**src/rtl/wordcount_job_sched.sv**
```systemverilog
// -----------------------------------------------------------------------------
// wordcount_job_sched
//
// Splits one word-count job into lane-sized chunks. Each chunk is handed to
// the lane engine with a single-cycle kick. The scheduler waits for the lane
// to raise busy and then drop it before it issues the next chunk.
//
// Handshake: a job is accepted on a rising clk edge where job_valid and
// job_ready are both high. job_ready is high only while idle. The requester
// holds job_valid, job_num_words and job_addr steady until that edge.
//
// Ports
//   clk, reset_n          clock, asynchronous active-low reset
//   job_valid/job_ready   job request handshake
//   job_num_words         total 128-bit words in the job
//   job_addr              byte offset of the first word
//   abort                 stop issuing chunks (sticky until FINISH)
//   job_done              one-cycle completion pulse
//   job_status            0 ok, 1 aborted, 2 timeout (valid with job_done)
//   chunks_done           chunks completed in the current/last job
//   sched_busy            high whenever the FSM is not idle
//   sac_ready/sac_busy    lane engine status
//   sac_kick              one-cycle lane start pulse
//   sac_num_of_words      words in the current chunk
//   sac_memory_offset     byte offset of the current chunk
//   state_dbg             current FSM state, for observation only
// -----------------------------------------------------------------------------
module wordcount_job_sched #(
  parameter int unsigned CHUNK_WORDS  = 256,
  parameter int unsigned BUSY_TIMEOUT = 1024
) (
  input  logic        clk,
  input  logic        reset_n,
  input  logic        job_valid,
  output logic        job_ready,
  input  logic [31:0] job_num_words,
  input  logic [63:0] job_addr,
  input  logic        abort,
  output logic        job_done,
  output logic [1:0]  job_status,
  output logic [31:0] chunks_done,
  output logic        sched_busy,
  input  logic        sac_ready,
  output logic        sac_kick,
  input  logic        sac_busy,
  output logic [31:0] sac_num_of_words,
  output logic [63:0] sac_memory_offset,
  output logic [2:0]  state_dbg
);

  localparam logic [2:0] S_IDLE       = 3'd0;
  localparam logic [2:0] S_WAIT_READY = 3'd1;
  localparam logic [2:0] S_KICK       = 3'd2;
  localparam logic [2:0] S_WAIT_HI    = 3'd3;
  localparam logic [2:0] S_WAIT_LO    = 3'd4;
  localparam logic [2:0] S_NEXT       = 3'd5;
  localparam logic [2:0] S_FINISH     = 3'd6;

  localparam logic [1:0] ST_OK      = 2'd0;
  localparam logic [1:0] ST_ABORT   = 2'd1;
  localparam logic [1:0] ST_TIMEOUT = 2'd2;

  localparam logic [31:0] CHUNK_W = 32'(CHUNK_WORDS);

  // The counter holds 0..BUSY_TIMEOUT-1, one count per WAIT_HI cycle.
  localparam int unsigned TW = (BUSY_TIMEOUT > 1) ? $clog2(BUSY_TIMEOUT) : 1;
  localparam logic [TW-1:0] TO_LAST = TW'(BUSY_TIMEOUT - 1);

  logic [2:0]    state_q, state_d;
  logic [31:0]   rem_q, rem_d;
  logic [63:0]   addr_q, addr_d;
  logic [31:0]   num_q, num_d;
  logic [63:0]   off_q, off_d;
  logic [31:0]   chunks_q, chunks_d;
  logic          abort_q, abort_d;
  logic [TW-1:0] to_cnt_q, to_cnt_d;
  logic [1:0]    status_q, status_d;
  logic          ready_q, ready_d;

  logic [31:0]   chunk_sz;
  logic [31:0]   rem_after;
  logic [63:0]   addr_step;
  logic          abort_seen;

  // Chunk never exceeds what is left, so rem cannot underflow.
  assign chunk_sz   = (rem_q > CHUNK_W) ? CHUNK_W : rem_q;
  assign rem_after  = rem_q - num_q;
  assign addr_step  = {28'd0, num_q, 4'd0};
  // The flag plus the live input, so an abort raised in the deciding
  // cycle itself is not lost.
  assign abort_seen = abort_q | abort;

  always_comb begin
    state_d  = state_q;
    rem_d    = rem_q;
    addr_d   = addr_q;
    num_d    = num_q;
    off_d    = off_q;
    chunks_d = chunks_q;
    to_cnt_d = to_cnt_q;
    status_d = status_q;

    case (state_q)
      S_IDLE: begin
        if (job_valid && ready_q) begin
          rem_d    = job_num_words;
          addr_d   = job_addr;
          chunks_d = 32'd0;
          state_d  = S_WAIT_READY;
        end
      end
      S_WAIT_READY: begin
        // An empty job completes without ever touching the lane.
        if (rem_q == 32'd0) begin
          state_d  = S_FINISH;
          status_d = ST_OK;
        end else if (abort_seen) begin
          state_d  = S_FINISH;
          status_d = ST_ABORT;
        end else if (sac_ready && !sac_busy) begin
          state_d = S_KICK;
          num_d   = chunk_sz;
          off_d   = addr_q;
        end
      end
      S_KICK: begin
        state_d  = S_WAIT_HI;
        to_cnt_d = '0;
      end
      S_WAIT_HI: begin
        if (sac_busy) begin
          state_d = S_WAIT_LO;
        end else if (to_cnt_q == TO_LAST) begin
          state_d  = S_FINISH;
          status_d = ST_TIMEOUT;
        end else begin
          to_cnt_d = to_cnt_q + 1'b1;
        end
      end
      S_WAIT_LO: begin
        if (!sac_busy) begin
          state_d = S_NEXT;
        end
      end
      S_NEXT: begin
        chunks_d = chunks_q + 32'd1;
        rem_d    = rem_after;
        addr_d   = addr_q + addr_step;
        if (abort_seen) begin
          state_d  = S_FINISH;
          status_d = ST_ABORT;
        end else if (rem_after == 32'd0) begin
          state_d  = S_FINISH;
          status_d = ST_OK;
        end else begin
          state_d = S_WAIT_READY;
        end
      end
      S_FINISH: begin
        state_d = S_IDLE;
      end
      default: begin
        state_d = S_IDLE;
      end
    endcase

    // Sticky abort: ignored while idle, dropped once the job finishes.
    abort_d = abort_q;
    if (state_q == S_FINISH) begin
      abort_d = 1'b0;
    end else if (state_q != S_IDLE && abort) begin
      abort_d = 1'b1;
    end

    // Registered so it stays low through reset and rises on the first edge.
    ready_d = (state_d == S_IDLE);
  end

  always_ff @(posedge clk or negedge reset_n) begin
    if (!reset_n) begin
      state_q  <= S_IDLE;
      rem_q    <= 32'd0;
      addr_q   <= 64'd0;
      num_q    <= 32'd0;
      off_q    <= 64'd0;
      chunks_q <= 32'd0;
      abort_q  <= 1'b0;
      to_cnt_q <= '0;
      status_q <= ST_OK;
      ready_q  <= 1'b0;
    end else begin
      state_q  <= state_d;
      rem_q    <= rem_d;
      addr_q   <= addr_d;
      num_q    <= num_d;
      off_q    <= off_d;
      chunks_q <= chunks_d;
      abort_q  <= abort_d;
      to_cnt_q <= to_cnt_d;
      status_q <= status_d;
      ready_q  <= ready_d;
    end
  end

  assign job_ready         = ready_q;
  assign job_done          = (state_q == S_FINISH);
  assign job_status        = status_q;
  assign chunks_done       = chunks_q;
  assign sched_busy        = (state_q != S_IDLE);
  assign sac_kick          = (state_q == S_KICK);
  assign sac_num_of_words  = num_q;
  assign sac_memory_offset = off_q;
  assign state_dbg         = state_q;

endmodule
```
**config.mk**
```make
export PLATFORM = sky130hd
export DESIGN_NAME = wordcount_job_sched
export DESIGN_NICKNAME = d
export VERILOG_FILES = /design/src/rtl/wordcount_job_sched.sv
export SDC_FILE = /design/constraint.sdc
export NUM_CORES = 1
export LEC_CHECK = 0
export CORE_ASPECT_RATIO = 0.6
export CORE_MARGIN = 5
export CORE_UTILIZATION = 35
export CTS_CLUSTER_SIZE = 28
export DETAILED_ROUTE_END_ITERATION = 16
export SLEW_MARGIN = 30
export SYNTH_ARGS = -nofsm -noshare
export SYNTH_HDL_FRONTEND = slang
export SYNTH_SLANG_ARGS = --single-unit
```
**constraint.sdc**
```tcl
create_clock -name clk -period 3.75 [get_ports clk]
set_input_delay 0.75 -clock clk [delete_from_list [all_inputs] [get_ports clk]]
set_output_delay 0.75 -clock clk [all_outputs]
set_load 0.01 [all_outputs]
```
# Word level (Yosys, flattened, before mapping)
# Cells that the tools add are included.
# W data, S select, Z words.
# op_classes
magnitude_cmp	1
bitwise_logic	3
reduce_logical	17
muxes	29
addsub	4
eq_ne	13
# ops
op	count
$pmux W32 S2	2
$pmux W64 S2	1
$mux W32	3
$add A64 B36 Y64	1
$logic_not A32 Y1	2
$mux W64	1
$add A32 B1 Y32 const B	1
$gt A32 B9 Y1 const B	1
$sub A32 B32 Y32	1
$mux W3	9
$mux W10	2
$pmux W10 S2	1
$pmux W3 S6	1
$mux W2	6
$add A10 B1 Y10 const B	1
$eq A10 B10 Y1 const B	1
$eq A3 B3 Y1 const B	3
$ne A2 B2 Y1 const B	4
$eq A3 B2 Y1 const B	2
$logic_not A3 Y1	2
$ne A3 B3 Y1 const B	2
$pmux W2 S3	1
$reduce_bool A2 Y1	3
$reduce_bool A3 Y1	2
other kinds (10)	14
# totals
inputBits	102
elab_cells	77
out_inout_bits	137
reg_bits	241

# Longest topological paths before layout
# depth
depth_word	7
ltp_mapped	14
depth_no_buf	13

# Worst setup path after synthesis
# Ideal clock, no wire load.
# synth_path
path_kind	flip-flop to flip-flop
start	register num_q[0] (netlist: sac_num_of_words[0])
end	register addr_q[48]
t_arrival_ns	3.335
slack_ns	0.337
period_less_slack_ns	3.413
path_buffers	1
stages_incl_launch_ff	15
setup_time_ns	0.077
t_required_ns	3.673
path_cell_list	dfrtp_1 ha_1 inv_1 fa_1 and2b_1 o2111ai_2 a2111oi_4 o311ai_2 nor3_2 a211o_2 a31oi_4 or4_1 buf_2 or3_1 a21oi_1
# synth_between
elab_chain_cells	2
# synth_lines
element	line	source
from (decl)	72	logic [31:0] num_q, num_d;
from (signal assigned)	195	num_q <= num_d;
$add A64 B36 Y64	148	addr_d = addr_q + addr_step;
$pmux W64 S2	103	case (state_q)
to (signal assigned)	194	addr_q <= addr_d;
to (decl)	71	logic [63:0] addr_q, addr_d;
# No other way between the ends.
# A chain may end at the register's enable or synchronous reset.

# Final worst setup path
# Same ends and word-level chain as after synthesis.

==> results.toml <==
[yosys]
synth_common_cells = "241 x dfrtp_1, 201 x nand2_1, 141 x nor2_1"
synth_flop_cell = "dfrtp_1"
synth_simple_gate_area_frac = 0.1744
synth_compound_area_frac = 0.2053
netlist_area_um2 = 14060
synth_top_area_share = 0.4288
yosys-mux-area-fraction = 0.06130
synth_area_leaders = "dfrtp_1 43%, ha_1 5.8%, nand2_1 5.4%"
synth_area_per_cell_um2 = 9.097
synth_top_cell_by_area = "dfrtp_1"
synth.distinct_cells = 76
async_flop_share = 1.000
synth_edf_count = 0
synth_top_family_by_area = "compound AO/OA/AOI/OAI gates"
synth-xor-area-share = 0.03363
yosysSeqAreaShare = 0.4288
ys_warn_count = 0
ys_ff_latch = 241
synthAdderAreaFrac = 0.06068
syn_inst = 1546
synth_nets = 1715
synth.most_common_cell = "dfrtp_1"

[detailed_routing]
vias = 13160
wl_um = 50370
first_pass_iters = 5
drt-initial-drc-count = 1037
wl_per_cell_um = 21.22
vias_per_cell = 5.542
route.detailed.drc = 0
antenna_left = 0

[floorplanning]
start_util = 0.3571
die_w_um = 268.8
rows = 56
dieArea_um2 = 44420
core_area_um2 = 39380
ios = 239
fp.dieH_um = 165.3

[timing]
slew_violations = 0
fmax_ghz = 0.2818
setup_viol = 0
hold_viol = 0
clock_skew_ns = 0.01637
tightestPinTransition_ns = 0.8592
fin_crit_sh = 0.9464
layout_min_cycle_time_ns = 3.549
fin_ws_ns = 0.2011
whs_ns = 0.1671
relSlewSlack = 0.4211

[clock_network]
htreeDepth = 1
clock_latency_ns = 0.55
cts_tree = "done"
clock_sinks = 241
cts_hold_buf = 0
clk_pin_slew_ns = 0.06
cts_buffer_depth = 3
cts_root_buf = "clkbuf_16"
cts_buffers = 26

[global_route]
grt_antenna_before_repair = 3
grt_max_degree = 89
grt_pass1_vias = 12890
grt_pass1_wl_um = 77470
grt.total_usage = 0.2216
grt_overflow = 0

[worst_setup_path]
end_kind = "flip-flop"
crit_required_ns = 4.22
cp.arrival_ns = 4.02
cp_max_fo = 6
reg2reg_slack_ns = 0.20
startpoint_type = "flip-flop"
critical_path_class = "reg2reg"

[outcome]
status = "completed"

[placed_design]
dp_slack_ns = -0.03981
post-dp-hpwl_um = 38490
io_buffers = 238
place_congestion = 0.9113

[cells_and_area]
fillCellCount = 3768
nets = 2000
layout.area.seq_um2 = 6031
layout-drive-gt1-share = 0.1293
area_growth_syn_to_layout_pct = 32.71
multi_input_area_um2 = 7691

[min_path]
min_path_type = "in2async"

[power]
power.total_uw = 17980
p_leak_uw = 0.008201
powerDensity_nw_per_um2 = 963.3
peakVddDrop_mv = 0.4039

[flow_run]
max_cap_violations = 0
## worst max-delay path: stages, from the launching register on
cell and delay [ns]:
dfrtp_1 0.39, ha_1 0.18, inv_1 0.06, fa_1 0.39, and2b_2 0.27, o2111ai_4 0.14, a2111oi_4 0.31, buf_4 0.20
o311ai_4 0.12, nor3_2 0.16, a211o_2 0.16, a31oi_4 0.10, or4_4 0.54, or3_1 0.33, a21oi_1 0.15
## final timing paths
path | start | endpoint | cells past startpoint
max | sac_num_of_words[0]$_DFFE_PN0P_ | addr_q[48]$_DFFE_PN0P_ | 14
min | reset_n | rem_q[5]$_DFFE_PN0P_ | 1
max reg2reg | sac_num_of_words[0]$_DFFE_PN0P_ | addr_q[48]$_DFFE_PN0P_ | 14
min reg2reg | addr_q[0]$_DFFE_PN0P_ | addr_q[0]$_DFFE_PN0P_ | 2
max in group asynchronous | reset_n | rem_q[26]$_DFFE_PN0P_ | 2
min in group clk | addr_q[0]$_DFFE_PN0P_ | addr_q[0]$_DFFE_PN0P_ | 2
## layer usage
layer	GRT usage	up-vias	part of all wire
li1	-	6212	-
met1	0.3408	6405	0.48
met2	0.3134	461	0.41
met3	0.04976	75	0.079
met4	0.05554	4	0.028
met5	0	-	0.00050
## cell type report
type	instances	area share
inverters	61	0.01227
flip-flops and latches	241	0.3231
repair buffers	329	0.1701
diodes	3	0.0004022
well taps	522	0.03499
clock inverters	8	0.006503
multi-input cells	1172	0.4121
clock buffers	38	0.04056
## per-stage QoR
stage	util	instance area, um2	cells	TNS, ns
floorplan	-	14060	1546	0
global placement	0.4476	17620	2321	0
detailed placement	0.4476	17620	2321	-0.03981
CTS	0.4706	18530	2367	0
global route	0.4739	18660	2372	-0.03774
finish	0.4740	18660	2374	0
## cell usage in the layout, fill, tap and decap left out, types with 6 or more instances in the layout
| cell type | netlist | layout |
|---|---|---|
| o21bai_1 | 6 | 6 |
| nand4_1 | 26 | 26 |
| or3_1 | 9 | 9 |
| mux2_2 | 65 | 65 |
| a221o_1 | 10 | 10 |
| buf_4 | 0 | 82 |
| buf_12 | 0 | 8 |
| o22ai_1 | 12 | 11 |
| nor3_1 | 26 | 25 |
| o31ai_1 | 12 | 12 |
| nor4_1 | 10 | 9 |
| o211ai_1 | 16 | 16 |
| clkdlybuf4s50_1 | 0 | 237 |
| ha_1 | 65 | 64 |
| a21o_1 | 29 | 29 |
| o21ai_0 | 106 | 106 |
| o21a_1 | 10 | 10 |
| inv_1 | 61 | 61 |
| mux2i_1 | 13 | 13 |
| nand3_1 | 59 | 58 |
| a311oi_1 | 7 | 7 |
| and3_1 | 26 | 25 |
| a211oi_1 | 10 | 8 |
| a21oi_1 | 88 | 87 |
| dfrtp_1 | 241 | 241 |
| nor2_1 | 141 | 138 |
| clkbuf_1 | 61 | 7 |
| xor2_1 | 25 | 25 |
| a22oi_1 | 36 | 36 |
| nand2b_1 | 9 | 8 |
| xnor2_1 | 29 | 29 |
| clkbuf_16 | 0 | 27 |
| nor2b_1 | 11 | 10 |
| a31oi_1 | 25 | 25 |
| nand2_1 | 201 | 200 |
| o21ai_1 | 8 | 6 |
## where the power goes
group / switching (uW) / leakage [uW] / internal (uW) / total [uW]
Combinational: 5740 / 0.00480 / 4730 / 10500
Clock: 1100 / 0.000428 / 1600 / 2700
Sequential: 1100 / 0.00298 / 3700 / 4800
Total: 7940 / 0.00820 / 10000 / 18000
## registers in the layout, summed over array words and instances (netlist names)
signal and flops:
sac_memory_offset 64, chunks_done 32, job_ready 1, rem_q 32, sac_num_of_words 32, abort_q 1
to_cnt_q 10, job_status 2, state_dbg 3, addr_q 64
## logic make-up (layout without fill, tap and decap cells)
family,after synthesis,in the layout
other,0,3
AND/OR/NAND/NOR,539,539
buffers and inverters,133,436
multiplexers,78,78
adder cells (fa/ha/maj),67,67
AO/OA/AOI/OAI,434,434
XOR/XNOR,54,54
flip-flops,241,241
## timing repair
action,CTS,global route
resized for setup,4,17
pin swaps,2,7
setup buffers,0,4
setup endpoints to repair,2,14
(Power assumes the default switching activity.)
